## src/rtl/dfd_tn_pkg.sv

```systemverilog
// Shared types and default constants for the trace-network sink.
// Latency: n/a (types, constants and a combinational helper only).
// Backpressure: n/a.
package dfd_tn_pkg;

  // Flush sequencer states of the sink
  typedef enum logic [1:0] {
    SINK_IDLE  = 2'd0,
    SINK_FLUSH = 2'd1,
    SINK_DONE  = 2'd2
  } dfd_sink_state_e;

  localparam int SINK_DATA_BYTES   = 16;
  localparam int SINK_FIFO_DEPTH   = 8;
  localparam int SINK_BP_WATERMARK = 6;
  localparam int SINK_QUIET_CYCLES = 4;

  // Saturating increment for the 32-bit beat counters: sticks at all-ones
  function automatic logic [31:0] sat_inc(input logic [31:0] v);
    return (v == 32'hFFFF_FFFF) ? v : v + 32'd1;
  endfunction

endpackage

```

## src/rtl/dfd_sink_fifo.sv

```systemverilog
// Beat store for the trace sink: circular buffer of {src,data} entries.
// Latency: a pushed entry is visible at head_dat from the next cycle.
// Backpressure: none inside; caller only pushes when count<DEPTH and pops when count!=0.
//
// Ports: clk, reset_n (async active-low), push/push_dat (write), pop (advance head),
//        head_dat (oldest entry, combinational), count (occupancy, $clog2(DEPTH)+1 bits).
module dfd_sink_fifo #(
  parameter int DEPTH = 8,
  parameter int WIDTH = 129
) (
  input  logic                   clk,
  input  logic                   reset_n,
  input  logic                   push,
  input  logic [WIDTH-1:0]       push_dat,
  input  logic                   pop,
  output logic [WIDTH-1:0]       head_dat,
  output logic [$clog2(DEPTH):0] count
);

  localparam int AW = $clog2(DEPTH);

  logic [AW-1:0]    wr_ptr_q, wr_ptr_d;
  logic [AW-1:0]    rd_ptr_q, rd_ptr_d;
  logic [AW:0]      count_q, count_d;
  logic [WIDTH-1:0] mem_q [DEPTH];

  // DEPTH is a power of two, so pointer overflow is exactly the modulo wrap
  always_comb begin
    wr_ptr_d = wr_ptr_q;
    rd_ptr_d = rd_ptr_q;
    count_d  = count_q;
    if (push) wr_ptr_d = wr_ptr_q + 1'b1;
    if (pop)  rd_ptr_d = rd_ptr_q + 1'b1;
    case ({push, pop})
      2'b10:   count_d = count_q + 1'b1;
      2'b01:   count_d = count_q - 1'b1;
      default: count_d = count_q;
    endcase
  end

  always_ff @(posedge clk or negedge reset_n) begin
    if (!reset_n) begin
      wr_ptr_q <= '0;
      rd_ptr_q <= '0;
      count_q  <= '0;
    end else begin
      wr_ptr_q <= wr_ptr_d;
      rd_ptr_q <= rd_ptr_d;
      count_q  <= count_d;
    end
  end

  // Payload storage carries no reset; only pointers/count define validity
  always_ff @(posedge clk) begin
    if (push) mem_q[wr_ptr_q] <= push_dat;
  end

  assign head_dat = mem_q[rd_ptr_q];
  assign count    = count_q;

endmodule

```

## src/rtl/dfd_trace_sink.sv

```systemverilog
// Trace sink: buffers trace beats, drives per-source backpressure/flush and counts beats.
// Latency: one cycle from accepted beat to out_vld; out_* is a show-ahead head view.
// Backpressure: tr_gnt_out low when full; bp outputs high at/above watermark or sw_stop.
//
// Ports: clk, reset_n (async active-low); tr_vld_in/tr_src_in/tr_data_in/tr_gnt_out (ingress);
//        dst_/ntr_bp_out, dst_/ntr_flush_out (per-source control); sw_flush_req, sw_stop,
//        flush_done (software flush); out_vld/out_ready/out_src/out_data (egress);
//        dst_beat_cnt, ntr_beat_cnt (saturating accepted-beat counters).
module dfd_trace_sink
  import dfd_tn_pkg::*;
#(
  parameter int DATA_WIDTH_IN_BYTES = SINK_DATA_BYTES,
  parameter int FIFO_DEPTH          = SINK_FIFO_DEPTH,
  parameter int BP_WATERMARK        = SINK_BP_WATERMARK,
  parameter int QUIET_CYCLES        = SINK_QUIET_CYCLES
) (
  input  logic                             clk,
  input  logic                             reset_n,
  input  logic                             tr_vld_in,
  input  logic                             tr_src_in,
  input  logic [DATA_WIDTH_IN_BYTES*8-1:0] tr_data_in,
  output logic                             tr_gnt_out,
  output logic                             dst_bp_out,
  output logic                             ntr_bp_out,
  output logic                             dst_flush_out,
  output logic                             ntr_flush_out,
  input  logic                             sw_flush_req,
  input  logic                             sw_stop,
  output logic                             flush_done,
  output logic                             out_vld,
  input  logic                             out_ready,
  output logic                             out_src,
  output logic [DATA_WIDTH_IN_BYTES*8-1:0] out_data,
  output logic [31:0]                      dst_beat_cnt,
  output logic [31:0]                      ntr_beat_cnt
);

  localparam int DW = DATA_WIDTH_IN_BYTES * 8;
  localparam int CW = $clog2(FIFO_DEPTH) + 1;
  localparam int QW = $clog2(QUIET_CYCLES + 1);

  localparam logic [CW-1:0] DEPTH_C = CW'(FIFO_DEPTH);
  localparam logic [CW-1:0] WMARK_C = CW'(BP_WATERMARK);
  localparam logic [QW-1:0] QUIET_C = QW'(QUIET_CYCLES);

  logic [CW-1:0]   count;
  logic            push;
  logic            pop;
  logic [DW:0]     head_dat;

  dfd_sink_state_e state_q, state_d;
  logic [QW-1:0]   quiet_q, quiet_d;
  logic [31:0]     dst_cnt_q, dst_cnt_d;
  logic [31:0]     ntr_cnt_q, ntr_cnt_d;

  dfd_sink_fifo #(
    .DEPTH (FIFO_DEPTH),
    .WIDTH (DW + 1)
  ) u_fifo (
    .clk      (clk),
    .reset_n  (reset_n),
    .push     (push),
    .push_dat ({tr_src_in, tr_data_in}),
    .pop      (pop),
    .head_dat (head_dat),
    .count    (count)
  );

  // Grant depends on registered occupancy only, so no comb path from tr_vld_in.
  // Being low when full also means push and pop never coincide at full.
  assign tr_gnt_out = (count < DEPTH_C);
  assign push       = tr_vld_in & tr_gnt_out;
  assign out_vld    = (count != '0);
  assign pop        = out_vld & out_ready;
  assign out_src    = head_dat[DW];
  assign out_data   = head_dat[DW-1:0];

  // Both sources are throttled together; a stop is signalled as bp+flush
  assign dst_bp_out    = (count >= WMARK_C) | sw_stop;
  assign ntr_bp_out    = dst_bp_out;
  assign dst_flush_out = (state_q == SINK_FLUSH) | sw_stop;
  assign ntr_flush_out = dst_flush_out;
  assign flush_done    = (state_q == SINK_DONE);

  // Flush ends after QUIET_CYCLES consecutive cycles with no offered beat and an
  // empty buffer; the check uses the updated count so the last quiet cycle is the
  // last FLUSH cycle. Requests outside IDLE are dropped.
  always_comb begin
    state_d = state_q;
    quiet_d = '0;
    unique case (state_q)
      SINK_IDLE: begin
        if (sw_flush_req) state_d = SINK_FLUSH;
      end
      SINK_FLUSH: begin
        quiet_d = (!tr_vld_in && (count == '0)) ? quiet_q + 1'b1 : '0;
        if (quiet_d == QUIET_C) state_d = SINK_DONE;
      end
      SINK_DONE: begin
        state_d = SINK_IDLE;
      end
      default: begin
        state_d = SINK_IDLE;
      end
    endcase
  end

  always_comb begin
    dst_cnt_d = dst_cnt_q;
    ntr_cnt_d = ntr_cnt_q;
    if (push) begin
      if (tr_src_in) ntr_cnt_d = sat_inc(ntr_cnt_q);
      else           dst_cnt_d = sat_inc(dst_cnt_q);
    end
  end

  always_ff @(posedge clk or negedge reset_n) begin
    if (!reset_n) begin
      state_q   <= SINK_IDLE;
      quiet_q   <= '0;
      dst_cnt_q <= '0;
      ntr_cnt_q <= '0;
    end else begin
      state_q   <= state_d;
      quiet_q   <= quiet_d;
      dst_cnt_q <= dst_cnt_d;
      ntr_cnt_q <= ntr_cnt_d;
    end
  end

  assign dst_beat_cnt = dst_cnt_q;
  assign ntr_beat_cnt = ntr_cnt_q;

endmodule

```

## config.mk

```make
export PLATFORM = sky130hd
export DESIGN_NAME = dfd_trace_sink
export DESIGN_NICKNAME = d
export VERILOG_FILES = /design/src/rtl/dfd_tn_pkg.sv /design/src/rtl/dfd_sink_fifo.sv /design/src/rtl/dfd_trace_sink.sv
export SDC_FILE = /design/constraint.sdc
export NUM_CORES = 1
export LEC_CHECK = 0
export ABC_AREA = 1
export CORE_ASPECT_RATIO = 2
export CORE_UTILIZATION = 44
export DETAILED_ROUTE_END_ITERATION = 8
export SETUP_SLACK_MARGIN = 0.15
export SYNTH_ARGS = -nofsm -noshare
export SYNTH_HDL_FRONTEND = slang
export SYNTH_SLANG_ARGS = --single-unit
```

## constraint.sdc

```tcl
create_clock -name clk -period 7.8 [get_ports clk]
set_input_delay 1.56 -clock clk [delete_from_list [all_inputs] [get_ports clk]]
set_output_delay 1.56 -clock clk [all_outputs]
set_load 0.03 [all_outputs]
```

# Word level (Yosys, flattened, before mapping)
# Memories as Yosys holds them, arrays and structs flattened.
# Index checks and enable logic that the tools add are counted.
[classes]
n_mux = 8
n_addsub = 7
n_eq_ne = 9
n_reduce_logical = 9
bitwise_logic = 7
order_cmp = 2
[ops]
columns = ["op", "n"]
rows = [
  ["32-bit by 1-bit adder with 32-bit output (second input constant)", 2],
  ["32-bit == test (second input constant)", 2],
  ["3-bit by 1-bit adder with 3-bit output (second input constant)", 3],
  ["4-bit case mux with 2 select lines", 1],
  ["3-bit 2-to-1 mux", 2],
  ["3-bit AND reduction", 2],
  ["4-bit by 1-bit adder with 4-bit output (second input constant)", 1],
  ["2-bit by 1-bit == test with 1-bit output (second input constant)", 2],
  ["2-bit == test (second input constant)", 2],
  ["4-bit by 3-bit greater-or-equal comparator with 1-bit output (second input constant)", 1],
  ["4-bit zero test", 1],
  ["4-bit less-than comparator (second input constant)", 1],
  ["2-bit 2-to-1 mux", 2],
  ["2-bit case mux with 2 select lines", 1],
  ["4-bit nonzero test", 1],
  ["4-bit by 1-bit subtractor with 4-bit output (second input constant)", 1],
  ["3-bit == test (second input constant)", 1],
  ["1-bit inverter", 3],
  ["1-bit AND", 2],
  ["2-bit zero test", 1],
  ["1-bit 2-to-1 mux", 2],
  ["2-bit by 1-bit inequality test with 1-bit output (second input constant)", 1],
  ["2-bit inequality test (second input constant)", 1],
  ["1-bit bitwise OR", 2],
  ["other kinds (4)", 4],
]
[totals]
mem_bits_rw = 1032
register_bits = 79
word_cells = 50
mem_count = 1
in_bits = 135
output_inout_bits = 200
[mem_list]
columns = ["memory", "words", "width", "read_ports", "rd_clocked_by_memory_dff", "wr", "line_no", "rtl"]
rows = [
  ["u_fifo.mem_q", 8, 129, 1, 0, 1, "dfd_sink_fifo.sv:25", "logic [WIDTH-1:0] mem_q [DEPTH];"],
]

# Depth between registers and ports, before layout
[depth]
ltp_word = 6
depth_mapped = 14
depth_no_buf = 14

# Cells and area by module
# A second synthesis with hierarchy kept.
[hier_totals]
hier_cells = 3697
hier_area_um2 = 44697.9
[by_module_without_submodules]
columns = ["module", "instances", "area_per_inst_um2", "seq_area_each_um2", "cells_per_inst"]
rows = [
  ["dfd_sink_fifo", 1, 40042.2, 31240.0, 2986],
  ["dfd_trace_sink", 1, 4655.7, 1726.7, 711],
]

# Worst setup path after synthesis
# Ideal clock, no wire load.
[synth_path]
kind = "input port to flip-flop"
from = "input tr_vld_in"
to = "memory u_fifo.mem_q[0][0] (enable)"
arrival_time_ns = 7.346
path_stages = 3
setup_ns = 0.619
setup_slack_ns = -0.165
n_path_buf = 0
t_required_ns = 7.181
path_cell_list = "nand2_4 > or2_2 > nor2_1"
[synth_via]
elab_chain_len = 3
[synth_lines]
columns = ["item", "line_no", "rtl"]
rows = [
  ["start, declared", "dfd_trace_sink.sv:19", "input logic tr_vld_in,"],
  ["1-bit AND", "dfd_trace_sink.sv:72", "assign push = tr_vld_in & tr_gnt_out;"],
  ["1-bit 2-to-1 mux", "dfd_sink_fifo.sv:55", "if (push) mem_q[wr_ptr_q] <= push_dat;"],
  ["1-bit 2-to-1 mux (not written as such)", "dfd_sink_fifo.sv:55", ""],
  ["end, declared", "dfd_sink_fifo.sv:25", ""],
]
# No other way between the ends.

# Final worst setup path
[layout_path]
from = "register u_fifo.rd_ptr_q[0]"
to = "output out_data[126]"
[layout_via]
elab_chain_len = 1
[layout_lines]
columns = ["item", "line_no", "rtl"]
rows = [
  ["start, declared", "dfd_sink_fifo.sv:23", "logic [AW-1:0] rd_ptr_q, rd_ptr_d;"],
  ["start signal, assigned", "dfd_sink_fifo.sv:48", "rd_ptr_q <= rd_ptr_d;"],
  ["memory 8 x 129 bit", "n/a", ""],
  ["end, declared", "dfd_trace_sink.sv:33", "output logic [DATA_WIDTH_IN_BYTES*8-1:0] out_data,"],
]
# No other way between the ends.

==> results.toml <==
[clock_tree]
hold_buffers = 0
clk_pin_slew_ns = 0.06
cts_root_buffer = "clkbuf_16"
htreeDepth = 3
cts_resized = 0
cts_buffers = 95
clock_sinks = 1111
worstSkewPairLatency_ns = 0.71
cts_tree = "yes"
cts_max_path_buffers = 3
cts_setup_buffers = 0

[sta]
finalWorstSetupSlack_ns = 1.704
fin_skew_ns = 0.01902
min_period_ns = 6.096
final-hold-violation-count = 0
holdWs_ns = 0.4479
max_freq_mhz = 164.0
slew_viol_final = 0
tightest_slew_ns = 1.360
min_period_over_period_pct = 78.16
setup_violations = 0
max_slew_margin_pct = 9.313
grt_setup_unrepaired = "no"

[floorplan]
fp.dieW_um = 228.3
rows = 165
die_y_um = 454.6
coreArea_um2 = 101400
start_util_pct = 44.47
io_pins = 335
dieArea_um2 = 103800

[critical_path]
cp-end-kind = "primary output"
crit_path_start_kind = "register"
reg2reg_depth = 6
cp_max_fo = 158
r2r-end = "u_fifo.mem_q[1][44]$_DFFE_PP_"
r2r-start = "u_fifo.count[3]$_DFFE_PN0P_"
r2r_setup_slack_ns = 4.61
arrival_ns = 4.54
crit_type = "register to primary output"
worstPathRequired_ns = 6.24

[synth]
synth.area.mux_share_pct = 0
synth-simple-area-share_pct = 14.20
post_synth.cell_area_avg_um2 = 11.84
syn_area_um2 = 45080
synth_fa_ha_area_share_pct = 0.2221
yosys-top-cells-area = "edfxtp_1 69%, nand2_1 6.4%, nor2_1 6.3%, o21ai_0 5.4%, dfrtp_1 4.4%"
yosysWarnings = 0
synthesis.nets = 3951
ys_seq_area_share_pct = 73.14
synth_compound_area_share_pct = 9.113
synth_top_family_by_area = "simple AND/OR/NAND/NOR gates"
ys_types = 29
synthXorXnorAreaFrac_pct = 0.7189
yosys.area.top_type_share_pct = 68.75
ys_seq_elements = 1111
yosys.area.top_type = "edfxtp_1"
netlist_instances = 3808

[finish]
fill_cells = 8627
final_cells = 5475
syn2layout_area_growth_pct = 17.07
drive_above_1_share_pct = 5.804
post-route-util_pct = 52.06
fin_nets = 4201

[drt]
ant_nets = 0
vias = 29440
first_pass_iters = 6
wl_per_cell_um = 21.08
drt_first_iter_violations = 1610
drc = 0
drt_wl_total_um = 115400
routed_via_density = 5.377

[worst_hold_path]
holdCritPathClass = "register to register"
hold_path_end = "quiet_q[0]$_DFF_PN0_"
hp-start = "quiet_q[0]$_DFF_PN0_"
whs_path_depth = 1

[global_route]
grt_pass1_wl_um = 173600
grt_max_degree = 195
grt.overflow.total = 0
grt_use_total_pct = 22.12
antenna_found_initial = 12
grt_pass1_vias = 29270

[place]
dpl.cell_count = 5297
port_buffers = 334
hpwlAfterDp_um = 59460
pre_cts_slack_ns = 2.479
gp_congestion = 0.9572

[power_and_ir_drop]
p_leak_nw = 18.21
power_mw = 20.18
powerDensity_nw_per_um2 = 382.4
ir_worst_vdd_mv = 0.2681

[run_status]
run_status = "completed"

[flow_run]
drv_cap = 0
[cells by family after synthesis]
logic type               after synthesis
buffers and inverters                251
XOR/XNOR                              37
AND/OR/NAND/NOR                     1613
flip-flops                          1111
adder cells (fa/ha/maj)                8
AO/OA/AOI/OAI                        788
[layout make-up]
type	instances	area, um^2	share of cell area, %
repair buffers	364	3729	7.066
inverters	40	172.7	0.3272
clock buffers	116	2537	4.809
multi-input cells	2446	10990	20.83
well taps	1336	1672	3.168
flip-flops and latches	1111	32980	62.50
diodes	4	10.01	0.01897
clock inverters	58	678.2	1.285
[critical path, stage by stage, from the launching register on]
cell and delay [ns]:
dfrtp_4 0.75, inv_8 0.59, buf_4 0.66, nor2_1 0.07
o21ai_0 0.18, a21oi_1 0.06, a31oi_1 0.27, clkdlybuf4s50_1 0.73
[synthesized netlist by cell type (all sizes together)]
cell and count:
a21oi 131, nand3 12, a31oi 129, or2 1
dfrtp 79, o211ai 1, xnor2 10, nand2 794
inv 40, nand3b 27, buf 95, clkbuf 116
o21ai 527, nor2 771, edfxtp 1032, nor3 3
xor2 27, nand4 5, ha 8
[worst max path at each step]
stage	startpoint	end	slack, ns	cells past startpoint
6_report	u_fifo.rd_ptr_q[0]$_DFFE_PN0P_	out_data[126]	1.70	7
3_3_place_gp	u_fifo.rd_ptr_q[0]$_DFFE_PN0P_	out_data[43]	2.48	7
5_1_grt	u_fifo.rd_ptr_q[0]$_DFFE_PN0P_	out_data[43]	1.49	7
3_5_place_dp	u_fifo.rd_ptr_q[0]$_DFFE_PN0P_	out_data[72]	2.48	7
4_1_cts	u_fifo.rd_ptr_q[0]$_DFFE_PN0P_	out_data[87]	1.70	7
2_1_floorplan	tr_vld_in	u_fifo.mem_q[0][0]$_DFFE_PP_	-0.16	3
[sequential cells by signal (all words and copies together) (netlist names)]
| signal | cells |
|---|---|
| dst_beat_cnt | 32 |
| ntr_beat_cnt | 32 |
| quiet_q | 3 |
| state_q | 2 |
| u_fifo.count | 4 |
| u_fifo.mem_q | 1032 |
| u_fifo.rd_ptr_q | 3 |
| u_fifo.wr_ptr_q | 3 |
[stage by stage]
stage	cell area [um^2]	setup TNS, ns
6_report	52770	0
3_3_place_gp	49540	0
5_1_grt	52760	0
2_1_floorplan	45080	-126.35
3_5_place_dp	49540	0
4_1_cts	52760	0
[power by group]
group | leakage, nW | internal, mW | switching (mW)
clock | 1.57 | 2.76 | 2.15
sequential | 10.4 | 7.25 | 0.318
combinational | 6.23 | 2.40 | 5.30
total | 18.2 | 12.4 | 7.76
[cell usage in the layout (no fill, tap or decap), types with 6 or more instances in the layout]
master           Yosys  routed
buf_4               23      18
clkbuf_1           116      14
clkdlybuf4s50_1      0     333
dfrtp_1             79      76
a31oi_1            129     129
nor2_1             757     749
a21oi_1            131     131
nand2_4              6       6
clkinv_2             0      15
edfxtp_1          1032    1032
xor2_1              27      27
nor2_4               9      17
inv_1               35      34
o21ai_1             42      42
clkbuf_16            0      96
bufinv_16            0      13
o21ai_0            485     485
ha_1                 8       8
nand3b_1            27      27
nand2_1            764     764
nand3_1             10      10
clkinv_1             0      15
xnor2_1             10      10
buf_12               0      13
clkbuf_8             0       6
nand2_2             24      24
[metal layers]
layer	track usage, %	vias to the layer above	share of wire (%)
li1	-	13820	-
met1	25.77	14620	40
met2	39.33	761	51
met3	5.135	224	6.1
met4	8.620	18	3.3
met5	0	-	0.11
Note: power is estimated with default switching activity, not from simulation.
